<file path="src/rtl/dp_pkg.sv">
`timescale 1ns/1ps
`default_nettype none
// ============================================================================
// Module   : dp_pkg
// Brief    : Shared state encoding and default widths for the dot-product master.
// Revision : 1.0 - initial release
// ============================================================================
package dp_pkg;

    localparam int c_DEF_ADDR_WIDTH = 16;
    localparam int c_DEF_DATA_WIDTH = 8;
    localparam int c_DEF_LEN_WIDTH  = 8;
    localparam int c_DEF_ACC_WIDTH  = 24;

    typedef enum logic [2:0] {
        IDLE    = 3'd0,
        RD_A    = 3'd1,
        RD_B    = 3'd2,
        MAC     = 3'd3,
        WR_REQ  = 3'd4,
        WR_RESP = 3'd5,
        DONE    = 3'd6
    } dp_state_t;

endpackage
`default_nettype wire

</file>
<file path="src/rtl/dot_product_master_mac.sv">
`timescale 1ns/1ps
`default_nettype none
// ============================================================================
// Module   : dp_mac
// Brief    : Unsigned multiply-accumulate register, wraps modulo 2^ACC_WIDTH.
// Revision : 1.0 - initial release
// ============================================================================
module dp_mac
    import dp_pkg::*;
#(
    parameter int DATA_WIDTH = c_DEF_DATA_WIDTH,
    parameter int ACC_WIDTH  = c_DEF_ACC_WIDTH
) (
    input  logic                  clk,
    input  logic                  rst,
    input  logic                  i_clr,
    input  logic                  i_en,
    input  logic [DATA_WIDTH-1:0] i_op_a,
    input  logic [DATA_WIDTH-1:0] i_op_b,
    output logic [ACC_WIDTH-1:0]  o_acc
);

    logic [2*DATA_WIDTH-1:0] w_prod;
    logic [ACC_WIDTH-1:0]    r_acc;

    assign w_prod = {{DATA_WIDTH{1'b0}}, i_op_a} * {{DATA_WIDTH{1'b0}}, i_op_b};

    always_ff @(posedge clk) begin
        if (rst || i_clr) begin
            r_acc <= '0;
        end else if (i_en) begin
            r_acc <= r_acc + ACC_WIDTH'(w_prod);
        end
    end

    assign o_acc = r_acc;

endmodule
`default_nettype wire

</file>
<file path="src/rtl/dot_product_master.sv">
`timescale 1ns/1ps
`default_nettype none
// ============================================================================
// Module   : dot_product_master
// Brief    : Fetches A/B vectors over the read channel, accumulates the dot
//            product and writes it back little-endian over the write channel.
// Revision : 1.0 - initial release
// ============================================================================
module dot_product_master
    import dp_pkg::*;
#(
    parameter int ADDR_WIDTH = c_DEF_ADDR_WIDTH,
    parameter int DATA_WIDTH = c_DEF_DATA_WIDTH,
    parameter int LEN_WIDTH  = c_DEF_LEN_WIDTH,
    parameter int ACC_WIDTH  = c_DEF_ACC_WIDTH
) (
    input  logic                  clk,
    input  logic                  rst,
    input  logic                  start,
    input  logic [ADDR_WIDTH-1:0] base_a,
    input  logic [ADDR_WIDTH-1:0] base_b,
    input  logic [ADDR_WIDTH-1:0] res_addr,
    input  logic [LEN_WIDTH-1:0]  len,
    output logic                  busy,
    output logic                  done,
    output logic [ACC_WIDTH-1:0]  result,
    output logic [ADDR_WIDTH-1:0] awaddr,
    output logic                  awvalid,
    input  logic                  awready,
    output logic [DATA_WIDTH-1:0] wdata,
    output logic                  wvalid,
    input  logic                  wready,
    input  logic                  bvalid,
    output logic                  bready,
    output logic [ADDR_WIDTH-1:0] araddr,
    output logic                  arvalid,
    input  logic                  arready,
    input  logic [DATA_WIDTH-1:0] rdata,
    input  logic                  rvalid,
    output logic                  rready
);

    localparam int c_NUM_BYTES = ACC_WIDTH / DATA_WIDTH;
    localparam int c_K_WIDTH   = (c_NUM_BYTES > 1) ? $clog2(c_NUM_BYTES) : 1;

    dp_state_t              r_state, w_state_next;
    logic [ADDR_WIDTH-1:0]  r_base_a, w_base_a_next;
    logic [ADDR_WIDTH-1:0]  r_base_b, w_base_b_next;
    logic [ADDR_WIDTH-1:0]  r_res_addr, w_res_addr_next;
    logic [LEN_WIDTH-1:0]   r_len, w_len_next;
    logic [LEN_WIDTH-1:0]   r_idx, w_idx_next;
    logic [c_K_WIDTH-1:0]   r_k, w_k_next;
    logic [DATA_WIDTH-1:0]  r_op_a, w_op_a_next;
    logic [DATA_WIDTH-1:0]  r_op_b, w_op_b_next;
    logic                   r_arvalid, w_arvalid_next;
    logic                   r_awvalid, w_awvalid_next;
    logic                   r_wvalid, w_wvalid_next;
    logic [ACC_WIDTH-1:0]   r_result, w_result_next;
    logic [ACC_WIDTH-1:0]   w_acc;
    logic                   w_acc_clr;
    logic                   w_acc_en;
    logic [DATA_WIDTH-1:0]  w_wdata;

    dp_mac #(
        .DATA_WIDTH (DATA_WIDTH),
        .ACC_WIDTH  (ACC_WIDTH)
    ) u_mac (
        .clk    (clk),
        .rst    (rst),
        .i_clr  (w_acc_clr),
        .i_en   (w_acc_en),
        .i_op_a (r_op_a),
        .i_op_b (r_op_b),
        .o_acc  (w_acc)
    );

    always_ff @(posedge clk) begin
        if (rst) begin
            r_state    <= IDLE;
            r_base_a   <= '0;
            r_base_b   <= '0;
            r_res_addr <= '0;
            r_len      <= '0;
            r_idx      <= '0;
            r_k        <= '0;
            r_op_a     <= '0;
            r_op_b     <= '0;
            r_arvalid  <= 1'b0;
            r_awvalid  <= 1'b0;
            r_wvalid   <= 1'b0;
            r_result   <= '0;
        end else begin
            r_state    <= w_state_next;
            r_base_a   <= w_base_a_next;
            r_base_b   <= w_base_b_next;
            r_res_addr <= w_res_addr_next;
            r_len      <= w_len_next;
            r_idx      <= w_idx_next;
            r_k        <= w_k_next;
            r_op_a     <= w_op_a_next;
            r_op_b     <= w_op_b_next;
            r_arvalid  <= w_arvalid_next;
            r_awvalid  <= w_awvalid_next;
            r_wvalid   <= w_wvalid_next;
            r_result   <= w_result_next;
        end
    end

    always_comb begin
        w_state_next    = r_state;
        w_base_a_next   = r_base_a;
        w_base_b_next   = r_base_b;
        w_res_addr_next = r_res_addr;
        w_len_next      = r_len;
        w_idx_next      = r_idx;
        w_k_next        = r_k;
        w_op_a_next     = r_op_a;
        w_op_b_next     = r_op_b;
        w_arvalid_next  = r_arvalid;
        w_awvalid_next  = r_awvalid;
        w_wvalid_next   = r_wvalid;
        w_result_next   = r_result;
        w_acc_clr       = 1'b0;
        w_acc_en        = 1'b0;

        case (r_state)
            IDLE: begin
                if (start) begin
                    w_base_a_next   = base_a;
                    w_base_b_next   = base_b;
                    w_res_addr_next = res_addr;
                    w_len_next      = len;
                    w_idx_next      = '0;
                    w_k_next        = '0;
                    w_acc_clr       = 1'b1;
                    if (len != '0) begin
                        w_state_next   = RD_A;
                        w_arvalid_next = 1'b1;
                    end else begin
                        w_state_next   = WR_REQ;
                        w_awvalid_next = 1'b1;
                        w_wvalid_next  = 1'b1;
                    end
                end
            end
            RD_A: begin
                if (r_arvalid && arready) begin
                    w_arvalid_next = 1'b0;
                end
                if (rvalid) begin
                    w_op_a_next    = rdata;
                    w_state_next   = RD_B;
                    w_arvalid_next = 1'b1;
                end
            end
            RD_B: begin
                if (r_arvalid && arready) begin
                    w_arvalid_next = 1'b0;
                end
                if (rvalid) begin
                    w_op_b_next  = rdata;
                    w_state_next = MAC;
                end
            end
            MAC: begin
                w_acc_en   = 1'b1;
                w_idx_next = r_idx + LEN_WIDTH'(1);
                if (r_idx + LEN_WIDTH'(1) == r_len) begin
                    w_state_next   = WR_REQ;
                    w_awvalid_next = 1'b1;
                    w_wvalid_next  = 1'b1;
                end else begin
                    w_state_next   = RD_A;
                    w_arvalid_next = 1'b1;
                end
            end
            WR_REQ: begin
                // Address and data handshakes may complete in either order
                w_awvalid_next = r_awvalid & ~awready;
                w_wvalid_next  = r_wvalid & ~wready;
                if (!w_awvalid_next && !w_wvalid_next) begin
                    w_state_next = WR_RESP;
                end
            end
            WR_RESP: begin
                if (bvalid) begin
                    if (r_k == c_K_WIDTH'(c_NUM_BYTES - 1)) begin
                        // k stays on the last byte so the write outputs remain in range
                        w_state_next  = DONE;
                        w_result_next = w_acc;
                    end else begin
                        w_k_next       = r_k + c_K_WIDTH'(1);
                        w_state_next   = WR_REQ;
                        w_awvalid_next = 1'b1;
                        w_wvalid_next  = 1'b1;
                    end
                end
            end
            DONE: begin
                w_state_next = IDLE;
            end
            default: begin
                w_state_next = IDLE;
            end
        endcase
    end

    always_comb begin
        w_wdata = '0;
        for (int b = 0; b < c_NUM_BYTES; b++) begin
            if (r_k == c_K_WIDTH'(b)) begin
                w_wdata = w_acc[b*DATA_WIDTH +: DATA_WIDTH];
            end
        end
    end

    assign araddr  = ((r_state == RD_B) ? r_base_b : r_base_a) + ADDR_WIDTH'(r_idx);
    assign arvalid = r_arvalid;
    assign rready  = (r_state == RD_A) || (r_state == RD_B);
    assign awaddr  = r_res_addr + ADDR_WIDTH'(r_k);
    assign awvalid = r_awvalid;
    assign wdata   = w_wdata;
    assign wvalid  = r_wvalid;
    assign bready  = (r_state == WR_RESP);
    assign done    = (r_state == DONE);
    assign busy    = (r_state != IDLE) && (r_state != DONE);
    assign result  = r_result;

endmodule
`default_nettype wire

</file>
<file path="config.mk">
export PLATFORM = sky130hd
export DESIGN_NAME = dot_product_master
export DESIGN_NICKNAME = d
export VERILOG_FILES = /design/src/rtl/dp_pkg.sv /design/src/rtl/dot_product_master_mac.sv /design/src/rtl/dot_product_master.sv
export SDC_FILE = /design/constraint.sdc
export NUM_CORES = 1
export LEC_CHECK = 0
export ABC_AREA = 1
export CELL_PAD_IN_SITES_DETAIL_PLACEMENT = 0
export CELL_PAD_IN_SITES_GLOBAL_PLACEMENT = 1
export CORE_MARGIN = 2
export CORE_UTILIZATION = 40
export CTS_CLUSTER_DIAMETER = 60
export DETAILED_ROUTE_END_ITERATION = 16
export PLACE_DENSITY = 0.85
export SYNTH_ARGS = -nofsm -noshare
export SYNTH_HDL_FRONTEND = slang
export SYNTH_SLANG_ARGS = --single-unit
</file>
<file path="constraint.sdc">
create_clock -name clk -period 9.2 [get_ports clk]
set_clock_uncertainty 0.05 [all_clocks]
set_input_delay 1.84 -clock clk [delete_from_list [all_inputs] [get_ports clk]]
set_output_delay 1.84 -clock clk [all_outputs]
set_load 0.005 [all_outputs]
</file>
==> results of run 1 <==
-- flip-flops by register name, summed over array words and instances, names as in the netlist --
signal,flops
r_state,3
r_base_a,16
wvalid,1
u_mac.o_acc,24
r_len,8
r_res_addr,16
arvalid,1
awvalid,1
r_k,2
r_idx,8
result,24
r_op_b,8
r_op_a,8
r_base_b,16
-- critical path, cell delays in order, from the launching register on --
cell and delay, ps:
dfxtp_1 480, nor3_2 90, inv_2 420, o21ai_0 260, ha_1 340, nand3_1 60, nand2_1 120, a21oi_1 120
o21ai_0 280, nand2_1 90, nand2_1 110, nand2_1 80, nor2_2 130, xor2_1 150, clkdlybuf4s50_1 520
-- layer usage --
| metal | GRT usage [%] | vias to the layer above | share of wire [%] |
|---|---|---|---|
| met5 | 0 | - | 0 |
| met3 | 3.25 | 37 | 3.9 |
| li1 | - | 4341 | - |
| met2 | 37.3 | 189 | 49 |
| met4 | 7.91 | 0 | 2.2 |
| met1 | 26.7 | 3934 | 45 |
-- per-stage QoR --
step,cells,power [uW]
finish,1706,2000
global route,1706,2120
CTS,1705,2010
detailed placement,1673,1330
global placement,1673,1320
floorplan,1301,1090
-- layout make-up --
class,count,area [sq um]
Antenna cell,1,2.50
Clock buffer,17,425
Clock inverter,15,155
Fill cell,2250,11300
Inverter,236,886
Multi-Input combinational cell,869,5380
Sequential cell,136,2720
Tap cell,285,357
Timing Repair Buffer,147,1450
-- cells in the mapped netlist (all sizes together), types with 14 or more instances --
cell | n | area [sq um]
nand2 | 241 | 905
inv | 235 | 882
a21oi | 156 | 781
dfxtp | 136 | 2720
o21ai | 113 | 577
nand3 | 82 | 415
nor2 | 81 | 314
ha | 55 | 688
fa | 52 | 1040
clkbuf | 46 | 173
xor2 | 27 | 236
nor3 | 18 | 105
buf | 14 | 81.3
-- cells in the final DEF, fill, tap and decap left out, types with 4 or more instances in the layout --
| cell | Yosys | final |
|---|---|---|
| o21ai_1 | 4 | 4 |
| buf_4 | 0 | 5 |
| xor2_1 | 27 | 27 |
| nor2_2 | 4 | 4 |
| dfxtp_1 | 136 | 136 |
| a21oi_1 | 156 | 156 |
| nor2_1 | 77 | 77 |
| clkinvlp_4 | 0 | 4 |
| nand2_1 | 241 | 240 |
| inv_1 | 229 | 228 |
| a211oi_1 | 6 | 6 |
| clkbuf_16 | 0 | 17 |
| inv_2 | 6 | 7 |
| nand4_1 | 8 | 8 |
| inv_6 | 0 | 6 |
| xnor2_1 | 7 | 7 |
| nand3_1 | 81 | 81 |
| ha_1 | 55 | 55 |
| clkdlybuf4s50_1 | 0 | 141 |
| nor3_1 | 15 | 15 |
| o21ai_0 | 106 | 106 |
| o21bai_1 | 4 | 4 |
| fa_1 | 52 | 52 |
| nand3b_1 | 5 | 5 |
-- power by group through the flow --
stage	clock [uW]	combinational, uW	sequential [uW]
2_1_floorplan	0	384	711
4_1_cts	696	582	735
6_report	684	578	736
5_1_grt	721	655	747
3_3_place_gp	0	576	746
3_5_place_dp	0	579	748
-- cell families after synthesis --
group	synth area share (%)
AND/OR/NAND/NOR	20.1
buffers and inverters	12.3
AO/OA/AOI/OAI	16.2
flip-flops	29.5
adder cells (fa/ha/maj)	18.7
XOR/XNOR	3.22
-- final timing paths --
| kind | startpoint | end | slack (ps) | depth (start not counted) |
|---|---|---|---|---|
| worst min register to register | r_base_b[7]$_SDFFE_PP0P_ | r_base_b[7]$_SDFFE_PP0P_ | 400 | 2 |
| worst min-delay path | r_base_b[7]$_SDFFE_PP0P_ | r_base_b[7]$_SDFFE_PP0P_ | 400 | 2 |
| worst max register to register | r_op_b[4]$_SDFFE_PP0P_ | u_mac.o_acc[22]$_SDFFE_PP0P_ | 4390 | 18 |
| worst max-delay path | r_state[0]$_SDFFE_PP0P_ | araddr[11] | 3630 | 14 |
==> flow_metrics.tcl, run 1 <==
set metrics [dict create \
    fin_tns_setup_ps 0 \
    worst_slack_ps 3630 \
    max_cap_violations 0 \
    die_h_um 156 \
    port_buffers 142 \
    path_clk_slew_ps 60 \
    clkPwrFrac_pct 34.2 \
    grt_usage_pct 21.4 \
    drt_wl_total_mm 25.4 \
    vdd_drop_max_mv 0.0849 \
    cts_buffer_depth 2 \
    synthCells 1301 \
    syn_nets 1480 \
    switching_share_pct 35.6 \
    synth_edf_count 0 \
    dieArea_sq_um 24300 \
    holdBufCountCts 0 \
    p_per_area_nw_per_um2 175 \
    synth_area_sq_um 9240 \
    post_dp_cell_area_sq_um 10800 \
    fin_crit_ps 5570 \
    p_int_uw 1290 \
    setup_viol 0 \
    place.gp.congestion 0.848 \
    pwr-share-comb_pct 28.9 \
    p_sw_uw 711 \
    postRouteAntennaNets 0 \
    start_kind "flip-flop" \
    viasPerCell 4.98 \
    fin_area_sq_um 11400 \
    dr.pass1.iters 5 \
    avgSynthCellArea_sq_um 7.11 \
    ys_seq_area_share_pct 29.5 \
    p_seq_share_pct 36.8 \
    ios 143 \
    hold_class "flip-flop to flip-flop" \
    start_util_pct 40.8 \
    rows 55 \
    core_sq_um 22600 \
    worst_slew_pin_slew_ps 902 \
    layout_worst_path_cycle_share_pct 60.6 \
    route.detailed.drc 0 \
    rsz0062_at_grt "no" \
    vias 8501 \
    drive_gt1_share_pct 4.15 \
    overflow 0 \
    clk_latency_ps 430 \
    cts_sinks 136 \
    cts_made_buffers 17 \
    path_class "flip-flop to output port" \
    async_reset_ff_share_pct 0 \
    place_ws_ps 4100 \
    worst-path-max-fanout 35 \
    dp_hpwl_mm 18.7 \
    drt_iter0_markers 482 \
    htreeDepth 4 \
    yosys_warnings 0 \
    fin_util_pct 50.3 \
    outcome "finished clean" \
    ys_ff_latch 136 \
    cp.arrival_ps 3680 \
    area_growth_pct 23.2 \
    hold_violations 0 \
    relSlewSlack_pct 39.5 \
    layout.nets 1586 \
    post_cts_buffers 0 \
    crit_path_end_kind "output port" \
    grt_pass1_vias 8372 \
    drv_slew 0 \
    ctsResizeCount 0 \
    required_ps 7310 \
    clockRootBuffer "clkbuf_16" \
    grt_max_degree 69 \
    fin_hold_ws_ps 404 \
    p_leak_uw 0.00519 \
    max_freq_mhz 179 \
    synth_ff_type "dfxtp_1" \
    grt_pass1_wl_mm 41.2 \
    yosysUniqueCellTypes 35 \
    antenna_found_initial 1 \
    cts_tree "built" \
    die_x_um 156 \
    wl_per_cell_um 14.9 \
]
(Power assumes the default switching activity.)
==> run 2, diff against run 1 <==
==> constraint.sdc (replaced) <==
create_clock -name clk -period 5.7 [get_ports clk]
set_clock_uncertainty 0.05 [all_clocks]
set_input_delay 1.14 -clock clk [delete_from_list [all_inputs] [get_ports clk]]
set_output_delay 1.14 -clock clk [all_outputs]
set_load 0.005 [all_outputs]
==> run 2 against run 1 <==
Against the previous run:
- clock power increased by 65%
- sequential share of layout area about the same
- flip-flop and latch count unchanged
- sequential power increased by 62%
- routed wire length increased by 0.86%
- via count increased by 0.94%
- largest cell class unchanged
- highest routed layer unchanged
==> flow_metrics.tcl, run 2 (synthesis results as in run 1) <==
set metrics [dict create \
    holdBufCountCts 0 \
    htreeDepth 4 \
    post_cts_buffers 0 \
    layout_worst_path_cycle_share_pct 87.0 \
    start_kind "flip-flop" \
    max_freq_mhz 202 \
    layout.nets 1587 \
    hold_violations 0 \
    cts_tree "built" \
    drv_slew 0 \
    grt_usage_pct 21.6 \
    core_sq_um 22600 \
    place.gp.congestion 0.856 \
    p_per_area_nw_per_um2 286 \
    hold_class "flip-flop to flip-flop" \
    final_common_cell "nand2_1" \
    max_cap_violations 0 \
    fin_crit_ps 4960 \
    vdd_drop_max_mv 0.190 \
    drt_iter0_markers 472 \
    wl_per_cell_um 15.0 \
    fin_area_sq_um 11400 \
    die_h_um 156 \
    outcome "finished clean" \
    ios 143 \
    dieArea_sq_um 24300 \
    crit_path_end_kind "output port" \
    mostFrequentLayoutCells "nand2_1 (240), inv_1 (228), a21oi_1 (156), clkdlybuf4s50_1 (141), dfxtp_1 (136)" \
    postRouteAntennaNets 0 \
    overflow 0 \
    cts_made_buffers 17 \
    cts_sinks 136 \
    vias 8581 \
    clk_latency_ps 430 \
    path_clk_slew_ps 60 \
    antenna_cells 0 \
    rsz0062_at_grt "no" \
    required_ps 4510 \
    grt_max_degree 90 \
    post_dp_cell_area_sq_um 10800 \
    cp.arrival_ps 3770 \
    grt_pass1_wl_mm 41.9 \
    reg2reg_slack_ps 930 \
    ctsResizeCount 0 \
    p_leak_uw 0.00521 \
    fin_tns_setup_ps 0 \
    dp_hpwl_mm 18.9 \
    die_x_um 156 \
    cts_buffer_depth 2 \
    clockRootBuffer "clkbuf_16" \
    fin_hold_ws_ps 397 \
    drt_wl_total_mm 25.6 \
    grt_pass1_vias 8270 \
    drive_gt1_share_pct 4.22 \
    dr.pass1.iters 5 \
    start_util_pct 40.8 \
    port_buffers 142 \
    setup_viol 0 \
    path_class "flip-flop to output port" \
    area_growth_pct 23.3 \
    antenna_found_initial 0 \
    worst-path-max-fanout 35 \
    worst_slew_pin_slew_ps 840 \
    route.detailed.drc 0 \
    viasPerCell 5.03 \
    relSlewSlack_pct 44.0 \
    rows 55 \
]
## run 2: cell count changes in the layout (fill, tap and decap cells not counted), sizes merged
cell,change
clkinv,+2
diode,-1
clkinvlp,-3
buf,+1
clkbuf,+1
## run 2: cell type report
cell class / count / area, sq um
Inverter: 236 / 886
Clock inverter: 14 / 153
Clock buffer: 18 / 439
Multi-Input combinational cell: 869 / 5380
Fill cell: 2181 / 11200
Tap cell: 285 / 357
Sequential cell: 136 / 2720
Timing Repair Buffer: 148 / 1460
## run 2: through the flow
step                setup slack [ps]  utilization [%]  total power (uW)  instances
floorplan                       1350                -              1770       1301
CTS                              714             50.4              3280       1706
global placement                1040             47.7              2130       1674
global route                     405             50.4              3450       1706
finish                           740             50.4              3260       1706
detailed placement               959             47.7              2150       1674
## run 2: worst paths after layout
check | startpoint | endpoint | cells after the start
min | r_base_b[4]$_SDFFE_PP0P_ | r_base_b[4]$_SDFFE_PP0P_ | 2
min reg2reg | r_base_b[4]$_SDFFE_PP0P_ | r_base_b[4]$_SDFFE_PP0P_ | 2
max reg2reg | r_op_b[4]$_SDFFE_PP0P_ | u_mac.o_acc[22]$_SDFFE_PP0P_ | 18
max | r_state[0]$_SDFFE_PP0P_ | araddr[11] | 14
## run 2: layer usage
metal | GRT usage (%) | wire length [um] | up-vias
li1 | - | - | 4342
met1 | 27.4 | 11500 | 4012
met2 | 37.3 | 12400 | 192
met3 | 4.22 | 1160 | 35
met4 | 6.25 | 524 | 0
met5 | 0 | 0 | -
## run 2: worst max-delay path, cell delays in order, from the launching register on
cell,delay [ps]
dfxtp_1,500
nor3_2,100
inv_2,450
o21ai_0,280
ha_1,330
nand3_1,60
nand2_1,120
a21oi_1,120
o21ai_0,260
nand2_1,80
nand2_1,110
nand2_1,80
nor2_2,140
xor2_1,160
clkdlybuf4s50_1,520
## run 2: power breakdown
part | internal (uW) | switching (uW) | total (uW)
logic | 382 | 558 | 940
registers | 1080 | 109 | 1190
clock network | 633 | 497 | 1130
total | 2090 | 1160 | 3260
==> run 3, diff against run 2 <==
--- a/config.mk
+++ b/config.mk
@@ -11,6 +11,7 @@
 export CORE_MARGIN = 2
 export CORE_UTILIZATION = 40
 export CTS_CLUSTER_DIAMETER = 60
+export CTS_CLUSTER_SIZE = 8
 export DETAILED_ROUTE_END_ITERATION = 16
 export PLACE_DENSITY = 0.85
 export SYNTH_ARGS = -nofsm -noshare
==> results of run 3 <==
Same layout as run 2: the final DEF is identical, and so are final timing and power.
==> RTL change 1: new RTL, flow settings as in run 3 <==
Change the package constant `c_DEF_DATA_WIDTH` from 8 to 4.
--- a/src/rtl/dp_pkg.sv
+++ b/src/rtl/dp_pkg.sv
@@ -9,5 +9,5 @@
 
     localparam int c_DEF_ADDR_WIDTH = 16;
-    localparam int c_DEF_DATA_WIDTH = 8;
+    localparam int c_DEF_DATA_WIDTH = 4;
     localparam int c_DEF_LEN_WIDTH  = 8;
     localparam int c_DEF_ACC_WIDTH  = 24;
Interface: changed (resized rdata and wdata); port bits go from 143 to 135. No check against the original RTL was run, so the function may have changed too.
==> RTL change 1 against run 3 <==
  * Sequential power fell by 5%
  * Setup slack improved by 0.16 ns
  * Total power decreased by 1.6%
  * Final area is 18% lower
  * Count of clock-buffer cells in the layout rose by 3
  * Synthesized area shrank 22%
  * Sequential cell count decreased by 7
  * Wire length decreased by 28%
  * Largest power group unchanged
==> RTL change 1: results (changes against run 3) <==
routing usage on met2=30.4% (-7.0 points); R2R depth=17 (-1); wire length on met3=1.03 mm (-11%); Leak=0.00401 µW (-23%); Hold WS=0.398 ns (+0.00110 ns); via count=6770 (-21%); HPWL Detailed=13.7 mm (-28%); hold path start=r_base_b[7]; Seq/Total Area, Yosys=35.6% (+6.1 points); pre-CTS WS=1.31 ns (+0.354 ns); Synth cell types=41 (+17%); share of layout cells above drive strength 1=5.51% (+1.3 points); met3 GRT Util=5.56% (+1.3 points); R2R setup slack=1.86 ns (+0.93 ns); synth cell count leaders=160 x nand2_1, 140 x inv_1, 131 x nor2_1, 129 x dfxtp_1, 124 x o21ai_0; R2R Path Start=r_op_a[0]; adder-cell share of the synthesized area=9.07% (-9.6 points); largest net degree at the start of global routing=93 (+3.3%); post-synthesis net count=1141 (-23%); Synth Area in Compound Gates=17.8% (+1.6 points); first-pass GRT wire length=30.9 mm (-26%); grt met1 use=26.9% (-0.45 points); Post-Synth XOR/XNOR Area=4.71% (+1.5 points); f_max=208 MHz (+3.4%); Critical Path Sink=araddr[14]; Total Nets Final=1263 (-20%); First DRT Iteration DRCs=469 (-0.64%); outcome=complete, no violations; vias in the first global route=6332 (-23%); WL per Instance=13.3 µm (-11%); placed cell area=0.00874 mm² (-19%); Final Instance Count excl. Fillers=1390 (-19%); GRT Overall Usage=19.6% (-2.0 points); Final GP Congestion=0.855 (-0.20%); Synth Area per Inst=7.06 µm² (-0.58%); peak supply drop=0.244 mV (+28%); Worst Tran Pin Value=0.818 ns (-0.0219 ns); post-route met1 wirelength=9.13 mm (-21%); Hold Path Sink=r_base_b[7]; Port Buf Inserts=134 (-5.6%)
[RTL change 1: kinds of logic (layout without fill, tap and decap cells)]
logic type	after synthesis	count (layout)
xor+xnor	39	39
fa+ha+maj	46	46
flops	129	129
buf+inv	183	317
compound gates	247	247
simple gates	383	383
[RTL change 1: power by group]
group | total [µW] | switching (µW) | leakage, µW | internal (µW)
combinational | 995 | 556 | 0.00268 | 439
sequential | 1130 | 86.3 | 0.00105 | 1050
clock | 1070 | 402 | 0.000277 | 672
total | 3200 | 1040 | 0.00401 | 2160
[RTL change 1: layout make-up]
class / count / area [µm²]
tap: 229 / 287
sequential: 129 / 2580
clock inverter: 10 / 110
clock buffer: 21 / 470
timing repair buffer: 137 / 1360
multi-input combinational: 715 / 3940
fill: 1808 / 8590
inverter: 149 / 559
==> RTL change 2: new RTL, flow settings as in run 3 <==
Without the edit above. Reset style: asynchronous (`rst`), changed in one clocked block.
--- a/src/rtl/dot_product_master.sv
+++ b/src/rtl/dot_product_master.sv
@@ -75,5 +75,5 @@
     );
 
-    always_ff @(posedge clk) begin
+    always_ff @(posedge clk or posedge rst) begin
         if (rst) begin
             r_state    <= IDLE;
Check against the original RTL: differs if rst is asserted again (counterexample within 4 cycles, from zero or initial values and one cycle with rst high); with rst held inactive, the same outputs for 4 cycles.
==> RTL change 2 against run 3 <==
  * Global-route usage down 2.0 points
  * Sequential cell count unchanged
  * Critical path type unchanged
  * Final area rose by 2.9%
  * Wire length fell by 7.8%
  * Setup slack got worse by 0.021 ns
  * Synthesized area is 2.9% higher
  * Sequential share of layout area rose by 4.1 points
Power is not compared: it rests on default switching activity, and its combinational part moved more than twofold at a synthesized area within 25%.
==> RTL change 2: results (changes against run 3) <==
outcome=complete, no violations; Total Nets Final=1496 (-5.7%); first-pass GRT wire length=38.3 mm (-8.4%); Clock Tree Root=clkbuf_16; Detailed Route WL=23.6 mm (-7.8%); top cells by area, synth=dfrtp_1 29%, fa_1 11%, nand2_1 11%; slew margin rel.=33.6% (-10 points); Hold Path Sink=u_mac.o_acc[5]; peak supply drop=0.383 mV; Post-CTS Setup Repair Bufs=0 (unchanged); First DRT Iteration DRCs=370 (-22%); Leak=0.00590 µW; vias in the first global route=7712 (-6.7%); Max clock buf depth=2 (unchanged); Port Buf Inserts=142 (unchanged); pre-CTS WS=1.17 ns (+0.211 ns); synth cell count leaders=268 x nand2_1, 232 x inv_1, 112 x dfrtp_1, 83 x a21oi_1, 74 x o21ai_0; CP delay by family, top=simple AND/OR/NAND/NOR gates; CTS tree=built; HPWL Detailed=18.0 mm (-4.8%); Hold WS=0.417 ns (+0.0201 ns); R2R depth=20 (+2); First-pass DRT Iterations=7 (+2); Post-Synth XOR/XNOR Area=3.32% (+0.094 points); adder-cell share of the synthesized area=18.2% (-0.52 points); ant diodes=0 (unchanged); Synth Area in Compound Gates=10.4% (-5.8 points); hold path start=u_mac.o_acc[5]; # H-tree levels=4 (unchanged); final period utilization=87.4% (+0.36 points); hold path cells=2 (unchanged); slowest stage delay, CP=0.52 ns (about the same); clk slew on worst S/H paths=0.06 ns (about the same); CP startpoint=r_state[2]; largest net degree at the start of global routing=83 (-7.8%); Seq/Total Area, Yosys=34.5% (+5.1 points); CTS buffer count=17 (unchanged); asr flop ratio synth=82.4% (+82 points); Ys Warns=0 (unchanged); Final GP Congestion=0.866 (+1.1%); Filler cells=2327 (+6.7%); R2R Path Start=r_op_a[5]; Worst Path Arrival=3.79 ns (+0.02 ns); Synth cell types=39 (+11%); post-synthesis net count=1376 (-7.0%); slowest CP cell=clkdlybuf4s50_1; worst-path fanout max=29 (-17%); GRT Overall Usage=19.6% (-2.0 points); DR vias/cell=4.84 (-3.8%); initial antenna violation count=0 (unchanged); HP Class=flop to flop; worst-skew pair later-pin latency=0.43 ns (about the same); share of layout cells above drive strength 1=6.47% (+2.2 points); ys flop type=dfrtp_1; Critical Path Sink=araddr[14]; CTS resizes=0 (unchanged); reg2reg end=u_mac.o_acc[19]; fraction of synthesized area in multiplexers=3.79% (+3.8 points)
RTL change 2: cell types whose count changed in the layout (fill, tap and decap cells not counted), sizes merged, moves of 16 or more:
cell	delta
a21oi	-73
mux2	+32
dfrtp	+112
o21ai	-32
nor2	-16
nand3	-34
dfxtp	-112
nand2	+30
RTL change 2: metal layers:
metal	wire length, µm	up-vias	GRT usage, %
li1	-	3983	-
met1	10500	3766	25.7
met2	11400	193	32.7
met3	1130	35	4.02
met4	483	0	5.71
met5	0	-	0
RTL change 2: cell type report:
| class | count | area (µm²) | area share [%] |
|---|---|---|---|
| Inverter | 235 | 885 | 7.54 |
| Multi-Input combinational cell | 780 | 5140 | 43.8 |
| Sequential cell | 136 | 3280 | 28.0 |
| Tap cell | 319 | 399 | 3.40 |
| Timing Repair Buffer | 147 | 1460 | 12.4 |
| Clock buffer | 18 | 439 | 3.74 |
| Clock inverter | 14 | 131 | 1.12 |
RTL change 2: through the flow:
stage               util, %  power [µW]  cells  instance area (µm²)
floorplan                 -        4560   1197                 9510
global placement       47.7        5770   1617                11200
CTS                    50.2        6960   1649                11700
finish                 50.2        6870   1649                11700
detailed placement     47.7        5830   1617                11200
global route           50.2        7640   1649                11700
RTL change 2: report_power, final:
part | switching [µW] | total [µW] | internal (µW) | leakage [µW]
registers | 351 | 1640 | 1290 | 0.00157
clock network | 489 | 1080 | 588 | 0.000272
logic | 2330 | 4160 | 1830 | 0.00406
total | 3170 | 6870 | 3700 | 0.00590
RTL change 2: cells by family after synthesis:
logic type	after synthesis
multiplexers	32
AO/OA/AOI/OAI	185
XOR/XNOR	36
adder cells (fa/ha/maj)	107
buffers and inverters	281
flip-flops	136
AND/OR/NAND/NOR	420
